**config.mk**
```make
export PLATFORM = sky130hd
export DESIGN_NAME = mult_rr_sched_flat
export DESIGN_NICKNAME = d
export VERILOG_FILES = /design/src/rtl/mult_rr_sched_pkg.sv /design/src/rtl/mult_rr_sched_if.sv /design/src/rtl/mult_rr_sched_rr_arb_core.sv /design/src/rtl/mult_rr_sched.sv /design/src/flat_wrapper.sv
export SDC_FILE = /design/constraint.sdc
export NUM_CORES = 1
export LEC_CHECK = 0
export ABC_CLOCK_PERIOD_IN_PS = 2500
export BUFFER_PORTS_ARGS = -buffer_cell sky130_fd_sc_hd__buf_4
export CAP_MARGIN = 20
export CORE_AREA = 10 10 72 74
export CTS_CLUSTER_DIAMETER = 50
export DETAILED_ROUTE_END_ITERATION = 6
export DIE_AREA = 0 0 82 84
export PLACE_DENSITY = 0.8
export SYNTH_ARGS = -nofsm -noshare
export SYNTH_HDL_FRONTEND = slang
export SYNTH_SLANG_ARGS = --single-unit
```
**constraint.sdc**
```tcl
create_clock -name clk -period 2.5 [get_ports clk]
set_clock_uncertainty 0.2 [all_clocks]
set_input_delay 0.125 -clock clk [delete_from_list [all_inputs] [get_ports clk]]
set_output_delay 0.125 -clock clk [all_outputs]
set_load 0.02 [all_outputs]
```
**src/rtl/mult_rr_sched_pkg.sv**
```systemverilog
// Shared types and helpers for the round-robin multiplier scheduler.
// Tag width follows the requester count; tags ride alongside the multiplier pipe.
package mult_rr_sched_pkg;

    localparam int N_D    = 8;
    localparam int M_D    = 4;
    localparam int LAT_D  = 4;
    localparam int NREQ_D = 4;

    function automatic int tag_width(input int n);
        return (n < 2) ? 1 : $clog2(n);
    endfunction

    localparam int TW = tag_width(NREQ_D);

    typedef struct packed {
        logic          vld;
        logic [TW-1:0] idx;
    } tag_t;

    function automatic logic [NREQ_D-1:0] onehot(input logic [TW-1:0] i);
        return NREQ_D'(1) << i;
    endfunction

endpackage

```
**src/rtl/mult_rr_sched_if.sv**
```systemverilog
// Requester, multiplier and response signals of the scheduler.
// slave is the scheduler's view; master is the surrounding environment.
interface mult_rr_sched_if #(
    parameter int N    = 8,
    parameter int M    = 4,
    parameter int NREQ = 4
);
    logic [NREQ-1:0]   req_en;
    logic [NREQ-1:0]   req_vld;
    logic [NREQ-1:0]   req_rdy;
    logic [NREQ*N-1:0] req_mult1;
    logic [NREQ*M-1:0] req_mult2;
    logic              mul_data_rdy;
    logic [N-1:0]      mul_mult1;
    logic [M-1:0]      mul_mult2;
    logic              mul_res_rdy;
    logic [N+M-1:0]    mul_res;
    logic [NREQ-1:0]   rsp_vld;
    logic [N+M-1:0]    rsp_res;
    logic              err;

    modport slave (
        input  req_en, req_vld, req_mult1, req_mult2,
        input  mul_res_rdy, mul_res,
        output req_rdy, mul_data_rdy, mul_mult1, mul_mult2,
        output rsp_vld, rsp_res, err
    );

    modport master (
        output req_en, req_vld, req_mult1, req_mult2,
        output mul_res_rdy, mul_res,
        input  req_rdy, mul_data_rdy, mul_mult1, mul_mult2,
        input  rsp_vld, rsp_res, err
    );

endinterface

```
**src/rtl/mult_rr_sched_rr_arb_core.sv**
```systemverilog
// Round-robin arbiter: search starts one past the last granted index.
// Pointer only moves on a grant, so masked cycles leave priority untouched.
module rr_arb_core
    import mult_rr_sched_pkg::*;
#(
    parameter int NREQ = NREQ_D
) (
    input  logic            clk,
    input  logic            rstn,
    input  logic [NREQ-1:0] elig,
    output logic [NREQ-1:0] gnt,
    output logic [TW-1:0]   gnt_idx,
    output logic            any
);

    logic [TW-1:0] ptr_q;
    logic [TW-1:0] ptr_d;
    logic [TW-1:0] c;

    always_comb begin
        gnt_idx = '0;
        any     = 1'b0;
        c       = '0;
        for (int k = 1; k <= NREQ; k++) begin
            c = TW'((int'(ptr_q) + k) % NREQ);
            if (!any && elig[c]) begin
                any     = 1'b1;
                gnt_idx = c;
            end
        end
        gnt   = any ? onehot(gnt_idx) : '0;
        ptr_d = any ? gnt_idx : ptr_q;
    end

    // Reset value makes requester 0 the first candidate.
    always_ff @(posedge clk) begin
        if (!rstn) begin
            ptr_q <= TW'(NREQ - 1);
        end else begin
            ptr_q <= ptr_d;
        end
    end

endmodule

```
**src/rtl/mult_rr_sched.sv**
```systemverilog
// Shares one pipelined multiplier among NREQ requesters, round-robin.
// Each issue is tagged with its owner so the result is routed back.
module mult_rr_sched
    import mult_rr_sched_pkg::*;
#(
    parameter int N    = N_D,
    parameter int M    = M_D,
    parameter int LAT  = LAT_D,
    parameter int NREQ = NREQ_D
) (
    input logic            clk,
    input logic            rstn,
    mult_rr_sched_if.slave bus
);

    logic [NREQ-1:0] elig;
    logic [NREQ-1:0] gnt;
    logic [TW-1:0]   win;
    logic            any;

    tag_t            tag_q [LAT];
    tag_t            tag_d;
    logic [NREQ-1:0] rsp_vld_q;
    logic [NREQ-1:0] rsp_vld_d;
    logic [N+M-1:0]  rsp_res_q;
    logic            err_q;
    logic            err_d;

    // Reset gates eligibility so nothing is granted while rstn is low.
    assign elig = bus.req_vld & bus.req_en & {NREQ{rstn}};

    rr_arb_core #(
        .NREQ (NREQ)
    ) u_arb (
        .clk     (clk),
        .rstn    (rstn),
        .elig    (elig),
        .gnt     (gnt),
        .gnt_idx (win),
        .any     (any)
    );

    assign bus.req_rdy      = gnt;
    assign bus.mul_data_rdy = any;
    assign bus.mul_mult1    = any ? bus.req_mult1[win*N +: N] : '0;
    assign bus.mul_mult2    = any ? bus.req_mult2[win*M +: M] : '0;

    always_comb begin
        tag_d     = '{vld: any, idx: win};
        rsp_vld_d = '0;
        if (tag_q[LAT-1].vld) begin
            rsp_vld_d = onehot(tag_q[LAT-1].idx);
        end
        err_d = err_q | (tag_q[LAT-1].vld != bus.mul_res_rdy);
    end

    always_ff @(posedge clk) begin
        if (!rstn) begin
            for (int i = 0; i < LAT; i++) begin
                tag_q[i] <= '0;
            end
            rsp_vld_q <= '0;
            rsp_res_q <= '0;
            err_q     <= 1'b0;
        end else begin
            tag_q[0] <= tag_d;
            for (int i = 1; i < LAT; i++) begin
                tag_q[i] <= tag_q[i-1];
            end
            rsp_vld_q <= rsp_vld_d;
            rsp_res_q <= bus.mul_res;
            err_q     <= err_d;
        end
    end

    assign bus.rsp_vld = rsp_vld_q;
    assign bus.rsp_res = rsp_res_q;
    assign bus.err     = err_q;

endmodule
```
**src/flat_wrapper.sv**
```systemverilog
// flat-port wrapper written by rule: the top's interface ports become plain ports
module mult_rr_sched_flat import mult_rr_sched_pkg::*;
#(
    parameter int N    = N_D,
    parameter int M    = M_D,
    parameter int LAT  = LAT_D,
    parameter int NREQ = NREQ_D
)
  (clk, rstn, bus_req_en, bus_req_vld, bus_req_mult1, bus_req_mult2, bus_mul_res_rdy, bus_mul_res, bus_req_rdy, bus_mul_data_rdy, bus_mul_mult1, bus_mul_mult2, bus_rsp_vld, bus_rsp_res, bus_err);
  mult_rr_sched_if #(.N(N), .M(M), .NREQ(NREQ)) bus_i ();
  input logic clk;
  input logic rstn;
  input wire logic [$bits(bus_i.req_en)-1:0] bus_req_en;
  input wire logic [$bits(bus_i.req_vld)-1:0] bus_req_vld;
  input wire logic [$bits(bus_i.req_mult1)-1:0] bus_req_mult1;
  input wire logic [$bits(bus_i.req_mult2)-1:0] bus_req_mult2;
  input wire logic [$bits(bus_i.mul_res_rdy)-1:0] bus_mul_res_rdy;
  input wire logic [$bits(bus_i.mul_res)-1:0] bus_mul_res;
  output wire logic [$bits(bus_i.req_rdy)-1:0] bus_req_rdy;
  output wire logic [$bits(bus_i.mul_data_rdy)-1:0] bus_mul_data_rdy;
  output wire logic [$bits(bus_i.mul_mult1)-1:0] bus_mul_mult1;
  output wire logic [$bits(bus_i.mul_mult2)-1:0] bus_mul_mult2;
  output wire logic [$bits(bus_i.rsp_vld)-1:0] bus_rsp_vld;
  output wire logic [$bits(bus_i.rsp_res)-1:0] bus_rsp_res;
  output wire logic [$bits(bus_i.err)-1:0] bus_err;
  assign bus_i.req_en = bus_req_en;
  assign bus_i.req_vld = bus_req_vld;
  assign bus_i.req_mult1 = bus_req_mult1;
  assign bus_i.req_mult2 = bus_req_mult2;
  assign bus_i.mul_res_rdy = bus_mul_res_rdy;
  assign bus_i.mul_res = bus_mul_res;
  assign bus_req_rdy = bus_i.req_rdy;
  assign bus_mul_data_rdy = bus_i.mul_data_rdy;
  assign bus_mul_mult1 = bus_i.mul_mult1;
  assign bus_mul_mult2 = bus_i.mul_mult2;
  assign bus_rsp_vld = bus_i.rsp_vld;
  assign bus_rsp_res = bus_i.rsp_res;
  assign bus_err = bus_i.err;
  mult_rr_sched #(.N(N), .M(M), .LAT(LAT), .NREQ(NREQ)) u_core (.clk(clk), .rstn(rstn), .bus(bus_i));
endmodule
```
==> flow_summary.yaml, run 1 <==
global_routing:
  grt_pass1_wl_um: 7940
  grt_pass1_vias: 1753
  grt_max_degree: 32
  overflow: 0
  grt.total_usage_pct: 14.3
  antenna_found_initial: 0
die:
  io_pins: 105
  die-area_um2: 6890
  start_util_pct: 37.9
  coreArea_um2: 3860
  rows: 23
  fp.dieH_um: 84
  die_x_um: 82
finish:
  layout.cells.non_filler: 313
  stdcell_area_um2: 2560
  final_cell_mix: "buf_4 (107), dfxtp_1 (30), a32oi_1 (24)"
  nNetsFinal: 333
  layout_commonest_cell: "buf_4"
  final_core_util_pct: 66.4
  multi_input_area_um2: 768
  n_fill_cell: 335
  syn_to_final_growth_pct: 75.2
  n_antenna_cell: 0
  drive_above_1_share_pct: 47.9
  register_area_um2: 622
cts:
  clockBufferDepth: 2
  htree_num_levels: 2
  cts_tree: "yes"
  cts_sinks: 31
  root_buffer: "clkbuf_8"
  cts.clk_slew.worst_paths_ns: 0.07
  insertion_delay_ns: 0.28
  cts-buffers-inserted: 5
place:
  place_ws_ns: 0.309
  globalplace.congestion: 0.905
  dp_cells: 289
  dp_hpwl_um: 3810
  portBuffers: 104
  placed_area_um2: 2270
timing:
  setup_viol: 0
  drv_slew: 0
  period_minus_slack_ns: 2.36
  setup_slack_ns: 0.136
  setup_tns_ns: 0
  fin_crit_sh_pct: 94.5
  max_slew_margin_pct: 60.0
  hold_viol_final: 0
  max_slew.worst_pin.slew_ns: 0.595
  rsz0062_at_grt: "false"
  fmax_mhz: 423
  fin_hold_ws_ns: 0.0147
setup_path:
  critPathLaunchType: "flip-flop"
  worstPathRequired_ns: 2.17
  crit_type: "reg2out"
  path_max_fanout: 8
  startpoint: "u_core.u_arb.ptr_q[0]"
  end_kind: "primary output"
  r2r_start: "u_core.u_arb.ptr_q[0]"
  critPathArrivalTime_ns: 2.04
  reg2reg_depth: 6
logic_synthesis:
  avgSynthCellArea_um2: 10.3
  synth_top_area_share_pct: 42.5
  syn_nets: 213
  syn_area_um2: 1460
  yosysUniqueCellTypes: 31
  synthCells: 142
  yosysWarnings: 0
  ys_ff_latch: 31
  synth.area.top_cells: "dfxtp_1 (43%), a32oi_1 (14%), and2_1 (9.9%), mux2i_1 (8.2%), o41ai_4 (1.9%)"
  ys_seq_area_share_pct: 42.5
  synth_top_area_cell: "dfxtp_1"
power:
  report.power.total_mw: 1.39
  ir_drop_uv: 311
  leakage_nw: 1.23
  cellPowerDensity_nw_per_um2: 544
hold_path:
  min_path_cells: 2
  hp-class: "in2reg"
  hp-start: "rstn"
drt:
  antenna_left: 0
  drt_iter0_markers: 29
  totalWireLength_um: 5030
  wl_per_cell_um: 16.1
  drcViolationCount: 0
  viasPerCell: 5.09
  dr.pass1.iters: 4
  vias: 1592
run:
  maxCapViolCount: 0
run_status:
  status: "finished, final reports clean"
-- cell usage after synthesis (all sizes together) --
library cell / instances
a21boi: 1
dfxtp: 31
and3: 1
nor4: 2
o2bb2ai: 1
nand2b: 1
o21ai: 1
o41ai: 1
and2: 25
clkbuf: 6
xor2: 1
nor3: 2
nor2b: 1
a22o: 2
mux2i: 12
buf: 5
o22ai: 1
inv: 3
nand4b: 1
nand3: 2
a21oi: 1
a311oi: 1
o21a: 3
nand2: 6
nor2: 4
or2b: 1
o31ai: 1
a32oi: 24
nor3b: 1
-- per-layer routing --
metal	up-vias	part of all wire, %	track usage, %
met2	91	47	23.1
met1	713	35	13.7
li1	773	-	-
met5	-	0	0
met4	0	2.9	6.04
met3	15	15	9.81
-- kinds of logic (layout without fill, tap and decap cells) --
logic type	after synthesis	after routing	share of synthesized area, %
mux	12	12	8.23
flops	31	31	42.5
simple gates	47	47	20.0
xor+xnor	1	1	0.600
compound gates	37	37	23.8
buf+inv	14	135	4.88
-- repair_timing --
item / CTS / global route
hold buffers: 14 / 0
setup endpoints to repair: 0 / 12
buffers inserted: 0 / 1
gates resized for setup: 0 / 6
hold endpoints to repair: 15 / 0
-- final timing paths --
path                    endpoint  slack (ns)
max reg2reg   u_core.tag_q[0][0]        0.75
max             bus_mul_mult2[1]        0.14
min           u_core.tag_q[0][2]        0.01
min reg2reg  u_core.tag_q[0][10]        0.23
-- state kept, by name, summed over array words and instances (netlist names) --
register,cells
u_core.bus.err,1
u_core.bus.rsp_res,12
u_core.bus.rsp_vld,4
u_core.tag_q,12
u_core.u_arb.ptr_q,2
-- area by class of cell --
type / instances / share of cell area [%]
repair buffers: 124 / 38.2
multi-input cells: 97 / 30.0
flip-flops and latches: 31 / 24.3
clock buffers: 6 / 3.23
well taps: 50 / 2.44
clock inverters: 2 / 1.37
inverters: 3 / 0.440
-- power by group --
group	internal (mW)	switching, mW
registers	0.518	0.0107
clock network	0.322	0.177
logic	0.196	0.169
-- worst max-delay path: stages (launching register included) --
cell	delay, ns
dfxtp_2	0.35
nand4b_2	0.18
o31ai_1	0.09
and2_1	0.20
o41ai_4	0.34
buf_4	0.24
mux2i_1	0.20
buf_4	0.16
No activity file was read; power rests on OpenSTA's default activity.
==> run 2: changes to the inputs <==
CORE_AREA = 10 10 71 73   (was 10 10 72 74)
DIE_AREA = 0 0 81 83   (was 0 0 82 84)
PLACE_DENSITY = 0.79   (was 0.8)
SYNTH_HIERARCHICAL = 1   (was not set)
==> flow_summary.yaml, run 2 <==
drt:
  dr.pass1.iters: 4
  antenna_left: 0
  drt_iter0_markers: 35
  drcViolationCount: 0
  vias: 1415
  wl_per_cell_um: 15.1
  totalWireLength_um: 4610
  viasPerCell: 4.64
timing:
  fmax_mhz: 425
  fin_hold_ws_ns: 0.0130
  hold_viol_final: 0
  drv_slew: 0
  max_slew_margin_pct: 79.1
  fin_crit_sh_pct: 94.1
  period_minus_slack_ns: 2.35
  setup_viol: 0
  rsz0062_at_grt: "false"
  max_slew.worst_pin.slew_ns: 0.311
  setup_tns_ns: 0
setup_path:
  critPathLaunchType: "flip-flop"
  cp_slowest_cell: "a311o_1"
  startpoint: "u_core/u_arb/ptr_q[0]"
  critPathTopFamily: "compound AO/OA/AOI/OAI gates"
  crit_type: "reg2out"
  slowest_delay_ns: 0.41
  reg2reg_depth: 5
  path_max_fanout: 8
  regToRegSetupSlack_ns: 0.85
  critPathArrivalTime_ns: 2.03
  r2r_start: "u_core/u_arb/ptr_q[0]"
  worst-path-buf-inv: 3
  path_cells: "nand2b_2 > a311o_1 > inv_2 > buf_4 > mux2i_1 > o22ai_1 > buf_4"
  critPathMostFrequentCell: "buf_4"
  worstPathRequired_ns: 2.17
  r2r_end: "u_core/tag_q[0][1]"
  end_kind: "primary output"
global_routing:
  grt_pass1_wl_um: 7540
  met2_usage_pct: 22.0
  gr-usage-met3_pct: 10.9
  top_usage_layer: "met2"
  grt_pass1_vias: 1630
  use_met1_pct: 13.6
  grt_max_degree: 30
  antenna_found_initial: 0
  grt.total_usage_pct: 13.6
  overflow: 0
die:
  fp.dieH_um: 83
  die-area_um2: 6720
  start_util_pct: 37.7
  coreArea_um2: 3630
  io_pins: 105
  rows: 22
  die_x_um: 81
finish:
  drive_above_1_share_pct: 47.5
  final_cell_mix: "buf_4 (108), dfxtp_1 (31), and2_1 (25)"
  final_core_util_pct: 66.7
  syn_to_final_growth_pct: 76.8
  n_fill_cell: 305
  n_antenna_cell: 0
  nNetsFinal: 328
  layout_commonest_cell: "buf_4"
run_status:
  status: "finished, final reports clean"
logic_synthesis:
  ys_seq_area_share_pct: 45.3
  syn_nets: 208
  ys_ff_latch: 31
  synth_top_area_cell: "dfxtp_1"
  avgSynthCellArea_um2: 10.0
  ys_async_sr_fraction_pct: 0
  synthCells: 137
  yosysMostFrequentCell: "dfxtp_1"
  synthTopCellsByCount: "dfxtp_1 (31), and2_1 (25), mux2i_1 (24)"
  synth_edf_count: 0
  synth_top_area_share_pct: 45.3
  syn_area_um2: 1370
  yosysUniqueCellTypes: 28
  yosysWarnings: 6
  synth_ff_type: "dfxtp_1"
  synth.area.top_cells: "dfxtp_1 (45%), mux2i_1 (18%), and2_1 (11%), o22ai_1 (5.5%), and3_1 (2.3%)"
cts:
  clockBufferDepth: 2
  cts.clk_slew.worst_paths_ns: 0.06
  htree_num_levels: 2
  cts-buffers-inserted: 5
  root_buffer: "clkbuf_8"
  cts_sinks: 31
  insertion_delay_ns: 0.27
  cts_tree: "yes"
hold_path:
  hp-class: "in2reg"
  holdPathEnd: "u_core/bus.err"
  hp-start: "bus_mul_res_rdy"
  min_path_cells: 3
power:
  cellPowerDensity_nw_per_um2: 523
  ir_drop_uv: 249
  leakage_nw: 1.16
place:
  portBuffers: 104
  globalplace.congestion: 0.787
  dp_hpwl_um: 3530
run:
  maxCapViolCount: 0
run 2: changes by cell type after synthesis, moves of 4 or more:
cell / previous run / this run
and3_1: 1 / 5
mux2i_1: 12 / 24
a32oi_1: 24 / 0
o22ai_1: 1 / 12
run 2: per-stage QoR:
stage          instances  power, mW  instance area (um2)  worst slack, ns
2_1_floorplan        137      0.714                 1370            0.351
3_3_place_gp         285      0.879                 2190            0.298
3_5_place_dp         285      0.882                 2190            0.270
4_1_cts              304       1.27                 2400           0.0248
5_1_grt              305       1.34                 2420           0.0368
6_report             305       1.27                 2420            0.148
run 2: final cells by class:
type / count / area, um2 / share of cell area, %
sequential: 31 / 621 / 25.6
inverter: 4 / 15.0 / 0.619
clock buffer: 6 / 82.6 / 3.41
multi-input combinational: 94 / 691 / 28.5
clock inverter: 1 / 5.00 / 0.206
timing repair buffer: 121 / 951 / 39.2
tap: 48 / 60.1 / 2.48
run 2: timing repair:
| action | 4_1_cts | 5_1_grt |
|---|---|---|
| setup buffers | 0 | 1 |
| endpoints found under the setup margin | 0 | 12 |
| hold endpoints to repair | 12 | 0 |
| gates resized for setup | 0 | 4 |
| hold buffers | 12 | 0 |
run 2: cells by family after synthesis:
group / count (synthesis) / share of synthesized area, %
flip-flops: 31 / 45.3
buffers and inverters: 12 / 5.93
AND/OR/NAND/NOR: 52 / 21.8
AO/OA/AOI/OAI: 17 / 8.85
multiplexers: 24 / 17.5
XOR/XNOR: 1 / 0.639
run 2: how the worst max path moves through the flow:
stage	cells past startpoint	slack [ns]	end
floorplan	9	0.35	bus_mul_mult1[0]
global placement	9	0.30	bus_mul_mult1[3]
detailed placement	9	0.27	bus_mul_mult1[2]
CTS	7	0.02	bus_mul_mult1[2]
global route	7	0.04	bus_mul_mult1[5]
finish	7	0.15	bus_mul_mult1[5]
run 2: routing by layer:
| metal | vias to the layer above | wire (um) | part of all wire, % |
|---|---|---|---|
| met1 | 616 | 1680 | 36 |
| met5 | - | 0 | 0 |
| met2 | 87 | 2090 | 45 |
| met3 | 2 | 813 | 18 |
| li1 | 710 | - | - |
| met4 | 0 | 21 | 0.46 |
run 2: power by group:
group          total (mW)  internal (mW)  switching, mW
clock               0.373          0.215          0.158
combinational       0.369          0.204          0.165
sequential          0.527          0.516         0.0106
run 2: tightest hold or removal path, stage by stage:
cell and delay [ns]:
buf_4 0.08, xor2_1 0.06, o21a_1 0.16
==> run 3: changes to the inputs <==
--- a/constraint.sdc
+++ b/constraint.sdc
@@ -4,2 +4,2 @@
 set_output_delay 0.125 -clock clk [all_outputs]
-set_load 0.02 [all_outputs]
+set_load 0.005 [all_outputs]
==> flow_summary.yaml, run 3 (synthesized netlist as in run 2, its figures left out) <==
power:
  ir_drop_uv: 267
  p_switching_mw: 0.286
  p_int_mw: 0.916
  seqPwrFrac_pct: 43.8
  power_frac_clock_pct: 29.5
  cellPowerDensity_nw_per_um2: 493
  leakage_nw: 1.16
  combPwrFrac_pct: 26.7
  switching_share_pct: 23.8
die:
  io_pins: 105
  rows: 22
  die-area_um2: 6720
  fp.dieH_um: 83
  start_util_pct: 37.7
  die_x_um: 81
  coreArea_um2: 3630
global_routing:
  overflow: 0
  antenna_found_initial: 0
  grt_pass1_vias: 1573
  grt.total_usage_pct: 13.1
  grt_pass1_wl_um: 7170
  grt_max_degree: 30
cts:
  cts-buffers-inserted: 5
  cts.clk_slew.worst_paths_ns: 0.05
  postCtsSetupRepairBufs: 0
  cts_sinks: 31
  insertion_delay_ns: 0.27
  htree_num_levels: 2
  root_buffer: "clkbuf_8"
  clockBufferDepth: 2
  cts_tree: "yes"
setup_path:
  crit_type: "reg2out"
  r2r_start: "u_core/u_arb/ptr_q[0]"
  regToRegSetupSlack_ns: 0.82
  path_max_fanout: 12
  end_kind: "primary output"
  critPathLaunchType: "flip-flop"
  reg2reg_depth: 5
  critPathArrivalTime_ns: 2.01
  worstPathRequired_ns: 2.17
  r2r_end: "u_core/tag_q[0][1]"
drt:
  dr.pass1.iters: 4
  viasPerCell: 4.55
  antenna_left: 0
  wl_per_cell_um: 14.8
  vias: 1393
  drt_iter0_markers: 42
  totalWireLength_um: 4520
  drcViolationCount: 0
timing:
  setup_viol: 0
  drv_slew: 0
  setup_tns_ns: 0
  max_slew_margin_pct: 79.6
  fin_crit_sh_pct: 93.5
  hold_viol_final: 0
  period_minus_slack_ns: 2.34
  fmax_mhz: 428
  max_slew.worst_pin.slew_ns: 0.306
  rsz0062_at_grt: "false"
  fin_hold_ws_ns: 0.0904
finish:
  nNetsFinal: 328
  n_fill_cell: 296
  multi_input_area_um2: 691
  layout_commonest_cell: "buf_4"
  final_cell_mix: "buf_4 (106), dfxtp_1 (31), and2_1 (25)"
  register_area_um2: 621
  syn_to_final_growth_pct: 77.8
  n_antenna_cell: 0
  drive_above_1_share_pct: 46.5
hold_path:
  min_path_cells: 3
  holdPathEnd: "u_core/u_arb/ptr_q[0]"
  hp-start: "rstn"
  hp-class: "in2reg"
place:
  dp_hpwl_um: 3530
  globalplace.congestion: 0.761
  portBuffers: 104
run_status:
  status: "finished, final reports clean"
run:
  maxCapViolCount: 0
## run 3: what timing repair did
item,CTS,global route
hold endpoints to repair,13,0
setup endpoints to repair,0,12
resized for setup,0,4
hold buffers,13,0
## run 3: stage by stage
stage                     worst slack (ns)  util, %  power [mW]  std cells  area [um2]
after floorplan                      0.522        -       0.663        137        1370
after global placement               0.289     60.0       0.825        284        2180
after detailed placement             0.277     60.0       0.829        284        2180
after CTS                          0.00868     65.8        1.21        305        2390
after global routing                0.0136     67.1        1.27        306        2440
final                                0.161     67.1        1.20        306        2440
## run 3: worst max path at each step
stage,startpoint,to,depth (start not counted)
after floorplan,rstn,bus_mul_mult1[1],9
after global placement,bus_req_vld[3],bus_mul_mult2[3],9
after detailed placement,bus_req_vld[1],bus_mul_mult1[2],9
after CTS,u_core/u_arb/ptr_q[0],bus_mul_mult1[2],7
after global routing,u_core/u_arb/ptr_q[0],bus_mul_mult1[2],7
final,u_core/u_arb/ptr_q[0],bus_mul_mult1[5],7
## run 3: layer usage
| layer | part of all wire, % | routed length (um) | global-route usage [%] | vias to the layer above |
|---|---|---|---|---|
| li1 | - | - | - | 713 |
| met1 | 35 | 1600 | 12.3 | 588 |
| met2 | 45 | 2010 | 20.5 | 88 |
| met3 | 19 | 861 | 11.6 | 4 |
| met4 | 0.91 | 41 | 3.76 | 0 |
| met5 | 0 | 0 | 0 | - |
## run 3: power by group through the flow
stage | Sequential [mW] | Clock [mW] | Combinational, mW
after floorplan | 0.536 | 0 | 0.127
after CTS | 0.525 | 0.374 | 0.311
after detailed placement | 0.536 | 0 | 0.293
final | 0.526 | 0.355 | 0.320
after global routing | 0.528 | 0.390 | 0.355
after global placement | 0.535 | 0 | 0.290
## run 3: area by class of cell
| type | instances | area share, % |
|---|---|---|
| Inverter | 4 | 0.616 |
| Sequential cell | 31 | 25.4 |
| Clock inverter | 1 | 0.205 |
| Timing Repair Buffer | 121 | 39.8 |
| Multi-Input combinational cell | 94 | 28.3 |
| Tap cell | 48 | 2.46 |
| Clock buffer | 7 | 3.13 |
## run 3: worst max-delay path, stage by stage (launching register included)
cell and delay, ns:
dfxtp_1 0.35, nand2b_2 0.21, a311o_1 0.40, inv_2 0.15, clkbuf_16 0.19, mux2i_1 0.19, o22ai_1 0.10, buf_4 0.15
